**config.mk**
```make
export PLATFORM = sky130hd
export DESIGN_NAME = fp_sqrt_nr_ctrl_flat
export DESIGN_NICKNAME = d
export VERILOG_FILES = /design/src/rtl/fp_sqrt_nr_ctrl_if.sv /design/src/rtl/fp_sqrt_nr_ctrl.sv /design/src/flat_wrapper.sv
export SDC_FILE = /design/constraint.sdc
export NUM_CORES = 1
export LEC_CHECK = 0
export ABC_AREA = 0
export CORE_MARGIN = 2
export CORE_UTILIZATION = 47
export DETAILED_ROUTE_END_ITERATION = 10
export HOLD_SLACK_MARGIN = 0.05
export PLACE_DENSITY = 0.94
export SYNTH_ARGS = -nofsm -noshare
export SYNTH_HDL_FRONTEND = slang
export SYNTH_SLANG_ARGS = --single-unit
```
**constraint.sdc**
```tcl
create_clock -name clk -period 3.7 [get_ports clk]
set_input_delay 0.74 -clock clk [delete_from_list [all_inputs] [get_ports clk]]
set_output_delay 0.74 -clock clk [all_outputs]
set_load 0.02 [all_outputs]
```
**src/rtl/fp_sqrt_nr_ctrl_if.sv**
```systemverilog
// fp_sqrt_nr_ctrl_if: request handshake and shared divider/adder bundle for the sqrt sequencer
interface fp_sqrt_nr_ctrl_if;
   logic        start;
   logic [31:0] a_in;
   logic        ready;
   logic        busy;
   logic        done;
   logic [31:0] result;
   logic [31:0] div_a;
   logic [31:0] div_b;
   logic [31:0] div_q;
   logic [31:0] add_a;
   logic [31:0] add_b;
   logic [31:0] add_s;
   modport master (output start, a_in, div_q, add_s, input ready, busy, done, result, div_a, div_b, add_a, add_b);
   modport slave (input start, a_in, div_q, add_s, output ready, busy, done, result, div_a, div_b, add_a, add_b);
endinterface

```
**src/rtl/fp_sqrt_nr_ctrl.sv**
```systemverilog
// fp_sqrt_nr_ctrl: single-precision square root by Newton-Raphson over a shared divider and adder
module fp_sqrt_nr_ctrl #(
   parameter int ITER    = 4,
   parameter int DIV_LAT = 1,
   parameter int ADD_LAT = 1
) (
   input logic              clk,
   input logic              rst,
   fp_sqrt_nr_ctrl_if.slave bus
);
   typedef enum logic [1:0] {IDLE, DIV, ADD, DONE} state_t;
   state_t      state, state_nx;
   logic [31:0] a_reg, x, q_reg, res, seed, spec_res, x_half;
   logic [8:0]  seed_sum;
   logic [7:0]  a_exp, s_exp, lat_cnt;
   logic [3:0]  iter_cnt;
   logic        special, accept, div_last, add_last, last_iter;

   assign a_exp     = bus.a_in[30:23];
   assign special   = a_exp == 8'd0 || a_exp == 8'hff || bus.a_in[31];
   assign spec_res  = bus.a_in[30:0] == 31'd0 ? bus.a_in :
                      a_exp == 8'd0 ? 32'd0 :
                      bus.a_in == 32'h7f800000 ? 32'h7f800000 : 32'h7fc00000;
   assign seed_sum  = {1'b0, a_exp} + 9'd127;
   assign seed      = {1'b0, 8'(seed_sum >> 1), bus.a_in[22:0]};
   assign s_exp     = bus.add_s[30:23];
   assign x_half    = (bus.add_s[31] || s_exp <= 8'd1) ? 32'd0 : {1'b0, s_exp - 8'd1, bus.add_s[22:0]};
   assign accept    = state == IDLE && bus.start;
   assign div_last  = state == DIV && lat_cnt == 8'(DIV_LAT - 1);
   assign add_last  = state == ADD && lat_cnt == 8'(ADD_LAT - 1);
   assign last_iter = iter_cnt == 4'(ITER - 1);
   assign bus.ready  = state == IDLE;
   assign bus.busy   = state != IDLE;
   assign bus.done   = state == DONE;
   assign bus.result = res;

   // state register
   always_ff @(posedge clk) state <= rst ? IDLE : state_nx;

   // next state and unit operand steering; operands stay zero unless their unit is in use
   always_comb begin
      state_nx  = state;
      bus.div_a = 32'd0;
      bus.div_b = 32'd0;
      bus.add_a = 32'd0;
      bus.add_b = 32'd0;
      unique case (state)
         IDLE: state_nx = bus.start ? (special ? DONE : DIV) : IDLE;
         DIV: begin
            bus.div_a = a_reg;
            bus.div_b = x;
            state_nx  = div_last ? ADD : DIV;
         end
         ADD: begin
            bus.add_a = x;
            bus.add_b = q_reg;
            state_nx  = add_last ? (last_iter ? DONE : DIV) : ADD;
         end
         DONE: state_nx = IDLE;
      endcase
   end

   // operand capture, iterate update and result latch
   always_ff @(posedge clk) begin
      if (rst) begin
         a_reg    <= 32'd0;
         x        <= 32'd0;
         q_reg    <= 32'd0;
         res      <= 32'd0;
         iter_cnt <= 4'd0;
         lat_cnt  <= 8'd0;
      end else begin
         lat_cnt <= ((state == DIV && !div_last) || (state == ADD && !add_last)) ? lat_cnt + 8'd1 : 8'd0;
         if (accept) begin
            a_reg    <= bus.a_in;
            x        <= seed;
            iter_cnt <= 4'd0;
            if (special) res <= spec_res;
         end
         if (div_last) q_reg <= bus.div_q;
         if (add_last) begin
            x        <= x_half;
            iter_cnt <= iter_cnt + 4'd1;
            if (last_iter) res <= x_half;
         end
      end
   end
endmodule
```
**src/flat_wrapper.sv**
```systemverilog
// flat-port wrapper written by rule: the top's interface ports become plain ports
module fp_sqrt_nr_ctrl_flat 
#(
   parameter int ITER    = 4,
   parameter int DIV_LAT = 1,
   parameter int ADD_LAT = 1
)
  (clk, rst, bus_start, bus_a_in, bus_div_q, bus_add_s, bus_ready, bus_busy, bus_done, bus_result, bus_div_a, bus_div_b, bus_add_a, bus_add_b);
  fp_sqrt_nr_ctrl_if bus_i ();
  input logic clk;
  input logic rst;
  input wire logic [$bits(bus_i.start)-1:0] bus_start;
  input wire logic [$bits(bus_i.a_in)-1:0] bus_a_in;
  input wire logic [$bits(bus_i.div_q)-1:0] bus_div_q;
  input wire logic [$bits(bus_i.add_s)-1:0] bus_add_s;
  output wire logic [$bits(bus_i.ready)-1:0] bus_ready;
  output wire logic [$bits(bus_i.busy)-1:0] bus_busy;
  output wire logic [$bits(bus_i.done)-1:0] bus_done;
  output wire logic [$bits(bus_i.result)-1:0] bus_result;
  output wire logic [$bits(bus_i.div_a)-1:0] bus_div_a;
  output wire logic [$bits(bus_i.div_b)-1:0] bus_div_b;
  output wire logic [$bits(bus_i.add_a)-1:0] bus_add_a;
  output wire logic [$bits(bus_i.add_b)-1:0] bus_add_b;
  assign bus_i.start = bus_start;
  assign bus_i.a_in = bus_a_in;
  assign bus_i.div_q = bus_div_q;
  assign bus_i.add_s = bus_add_s;
  assign bus_ready = bus_i.ready;
  assign bus_busy = bus_i.busy;
  assign bus_done = bus_i.done;
  assign bus_result = bus_i.result;
  assign bus_div_a = bus_i.div_a;
  assign bus_div_b = bus_i.div_b;
  assign bus_add_a = bus_i.add_a;
  assign bus_add_b = bus_i.add_b;
  fp_sqrt_nr_ctrl #(.ITER(ITER), .DIV_LAT(DIV_LAT), .ADD_LAT(ADD_LAT)) u_core (.clk(clk), .rst(rst), .bus(bus_i));
endmodule
```
==> run summary, run 1 <==
The pin count of the biggest net entering global routing is 77. The reported leakage power came out at 0.00358 uW. IR analysis of the VDD net gives a maximum drop of 324 uV. After the last flow step, the layout net total stands at 1180. The height of the chip came out at 123 um.

The fraction of final layout cells sized beyond drive strength 1 is 5.72%. The number of buffers and inverters on the critical path is 2. The vias per cell is 5.43.

The final non-filler cell area is 0.00988 mm^2. The total of cells resized after clock tree synthesis came out at 0. The antenna violation net count after detailed routing came out at 0. The final core utilization is 71.5%.

The post-CTS setup buffer count came out at 0. The TritonCTS clock tree is built. The cell sitting at the root of the clock tree is a clkbuf_16. The number of antenna violations at the first check in global routing is 0. The met3 routed wirelength is 1790 um. The initial utilization of the core area, before any placement, comes to 48.0%. The remaining global-route overflow came out at 0. The maximum clock path buffer count came out at 2.

Data on the critical path arrives at its endpoint at 2570 ps. The post-synthesis to final-layout area growth is 48.9%. The number of global-route vias before repair came out at 6132. The highest layer touched by signal routing is met4. The number of buffers inserted for hold repair after clock tree synthesis came out at 0.

The region available for standard cell placement spans 0.0138 mm^2. The area enclosed by the die boundary came out at 0.0151 mm^2. The final wirelength is 20500 um. The number of remaining DRC errors came out at 0. The normalized max-slew margin is 30.1%. The setup TNS after final layout is 0 ps.

The I/O pin count came out at 262. The critical path starts at u_core.state[1]. In the synthesized netlist the dominant register cell turns out to be dfxtp_1. The sum of routed wire segments on met1 is 8440 um.

The average detailed-routed wire length per instance is 16.2 um. The startpoint identified for the worst hold timing path is u_core.q_reg[12]. The count of standard-cell rows is 43. The number of cells on the worst reg-to-reg path is 7. The clock network fraction of design power came out at 42.1%. The critical path launch point type is a register. The worst-path maximum fanout came out at 27. The starting DRC count in detailed routing came out at 814. The number of failing setup endpoints in the final timing report came out at 0. The net switching component of the power came out at 1050 uW. Setup repair after global routing left no endpoint under its margin. Detailed placement ended at an HPWL of 14700 um. Clock-pin slew was measured on the worst setup and hold paths at 60 ps. The count of state elements after synthesis came out at 141. The cell count after synthesis came out at 846. Counting flops with an async set or reset pin after synthesis yields a share of 0%. The number of optimization iterations in the first detailed-route pass came out at 8. The number of enable-type register cells in the synthesized netlist is 0. The part of the total power dissipated in sequential elements is 41.5%. The worst hold path belongs to the class reg -> reg. The flow ran to the end, and the final reports show no timing, DRC or antenna violations. The count of cell types in the netlist is 60. The average instance area after synthesis came out at 7.85 um^2. The slew at the pin closest to its max-slew limit is 1050 ps.

The tool flagged a number of max-cap violations equal to 0. The critical path data required time is 2960 ps. The post-route clock skew is 10.1 ps. Routability-driven placement finished with a final weighted congestion of 0.977. The number of sinks handled by clock tree synthesis is 141.

The total stage count of the critical path is 4. In the global route stage, overall resource usage came out at 26.6%. The clock latency at the later pin of the worst-skew pair came out at 420 ps. The number of port buffers is 259. The design internal power is 2970 uW.

After synthesis, flip-flops and latches occupy 42.5% of the total area. Walking the worst path, the cells encountered are nor2b_4, buf_4, and2_1, clkdlybuf4s50_1. The worst setup path is of the reg -> out kind. The die boundary width is 123 um. The total length of routed met2 wires came out at 10000 um. CTS built an H-tree with a depth of 4.

Dividing the final minimum period by the clock period gives 89.4%. The maximum clock rate is 302 MHz. Of the total power, the share spent switching nets is 26.1%. The number of hold violations in the final report is 0. The cell family contributing the most delay on the critical path is buffers and inverters.

The total clock buffers created by CTS is 17. The number of cells on the worst hold path came out at 2. The number of warning messages in the yosys log is 0.

In this run, the combinational gates consume 16.4% of the power. The final max-slew violation count came out at 0. The power per cell area came out at 407 mW/mm^2.

The cell area that synthesis handed to floorplanning was 0.00664 mm^2. Among all stages on the critical path, the largest delay is contributed by clkdlybuf4s50_1. The first global-routing pass estimated 31400 um of wire. The final critical path time including I/O delays and setup is 3310 ps. The startpoint of the most critical register-to-register path is u_core.state[1]. The biggest cell delay along the critical path came out at 610 ps. The worst setup path is captured at a primary output.

The number of vias after detailed routing is 6867. The number of antenna cells inserted is 0. The cell area after placement is 0.00931 mm^2.
## per-stage QoR
stage | std cells | setup slack [ps] | total power, uW | hold WS [ps]
2_1_floorplan | 847 | 1290 | 2040 | 432
4_1_cts | 1264 | 364 | 4040 | 450
5_1_grt | 1264 | 258 | 4170 | 465
3_5_place_dp | 1234 | 333 | 2350 | 442
3_3_place_gp | 1234 | 496 | 2340 | 437
6_report | 1264 | 393 | 4020 | 448
## cells in the mapped netlist (3+ instances only)
master | number | area share (%)
nand2_1 | 166 | 9.4
dfxtp_1 | 141 | 43
and2_1 | 129 | 12
a21oi_1 | 91 | 6.9
clkbuf_1 | 50 | 2.8
nand3_1 | 50 | 3.8
nor2_1 | 43 | 2.4
a31oi_1 | 14 | 1.3
a222oi_1 | 10 | 1.5
inv_1 | 10 | 0.57
a22oi_1 | 9 | 1.0
buf_2 | 9 | 0.68
nor3_1 | 9 | 0.68
xnor2_1 | 9 | 1.2
ha_1 | 8 | 1.5
xor2_1 | 8 | 1.1
nor2b_1 | 7 | 0.66
nor4_1 | 7 | 0.66
or3_1 | 5 | 0.47
a211oi_1 | 4 | 0.45
o211ai_1 | 4 | 0.45
o31ai_1 | 4 | 0.45
and3_1 | 3 | 0.28
buf_6 | 3 | 0.51
o21ai_0 | 3 | 0.23
o22ai_1 | 3 | 0.28
or2_2 | 3 | 0.28
or3b_2 | 3 | 0.40
or4_1 | 3 | 0.34
## cell type report
type                       instances  area [um^2]
clock inverter                     7          114
inverter                          10         37.5
sequential                       141         2820
multi-input combinational        629         3510
fill                            1049         3950
timing repair buffer             274         2720
clock buffer                      23          458
tap                              180          225
## worst reg2reg max path: cells and delay by family (launching register included)
kind | cells | cell delay (ps)
compound gates | 1 | 190
flops | 1 | 450
simple gates | 4 | 1470
buf+inv | 2 | 550
## layout by cell type (no fill, tap or decap), types with 7 or more instances in the layout
cell type and instances:
clkbuf_16 17, clkdlybuf4s50_1 258, a31oi_1 13, nand3_1 50, a222oi_1 10, xor2_1 8, a21oi_1 91, nor4_1 7
dfxtp_1 141, buf_4 15, ha_1 8, xnor2_1 9, inv_1 10, nor2_1 43, nand2_1 166, a22oi_1 9
and2_1 128, nor3_1 9
## cell families (layout without fill, tap and decap cells)
family	Yosys count	count (layout)	share of synthesized area, %
compound gates	160	160	15.1
xor+xnor	17	17	2.24
fa+ha+maj	8	8	1.51
buf+inv	77	314	5.00
flops	141	141	42.5
other cells	1	2	0.0565
simple gates	442	442	33.5
## metal layers
layer  global-route usage [%]  vias up
met1                     34.2     3203
met3                     7.76       25
met4                     6.97        0
met2                     43.7      333
met5                        0        -
li1                         -     3306
## power by group through the flow
stage / combinational [uW] / sequential (uW) / clock [uW]
CTS: 659 / 1670 / 1710
global route: 716 / 1680 / 1780
detailed placement: 654 / 1700 / 0
floorplan: 357 / 1680 / 0
finish: 661 / 1670 / 1690
global placement: 646 / 1690 / 0
## final timing paths
check                                         to  slack (ps)
worst min register to register  u_core.q_reg[12]         450
worst min-delay path            u_core.q_reg[12]         450
worst max register to register       u_core.x[4]         970
worst max-delay path                bus_add_b[6]         390
Note: power is estimated with default switching activity, not from simulation.
==> run 2, diff against run 1 <==
- CTS_CLUSTER_SIZE: unset -> 40
==> results of run 2 <==
Same layout as run 1: the final DEF is identical, and so are final timing and power.
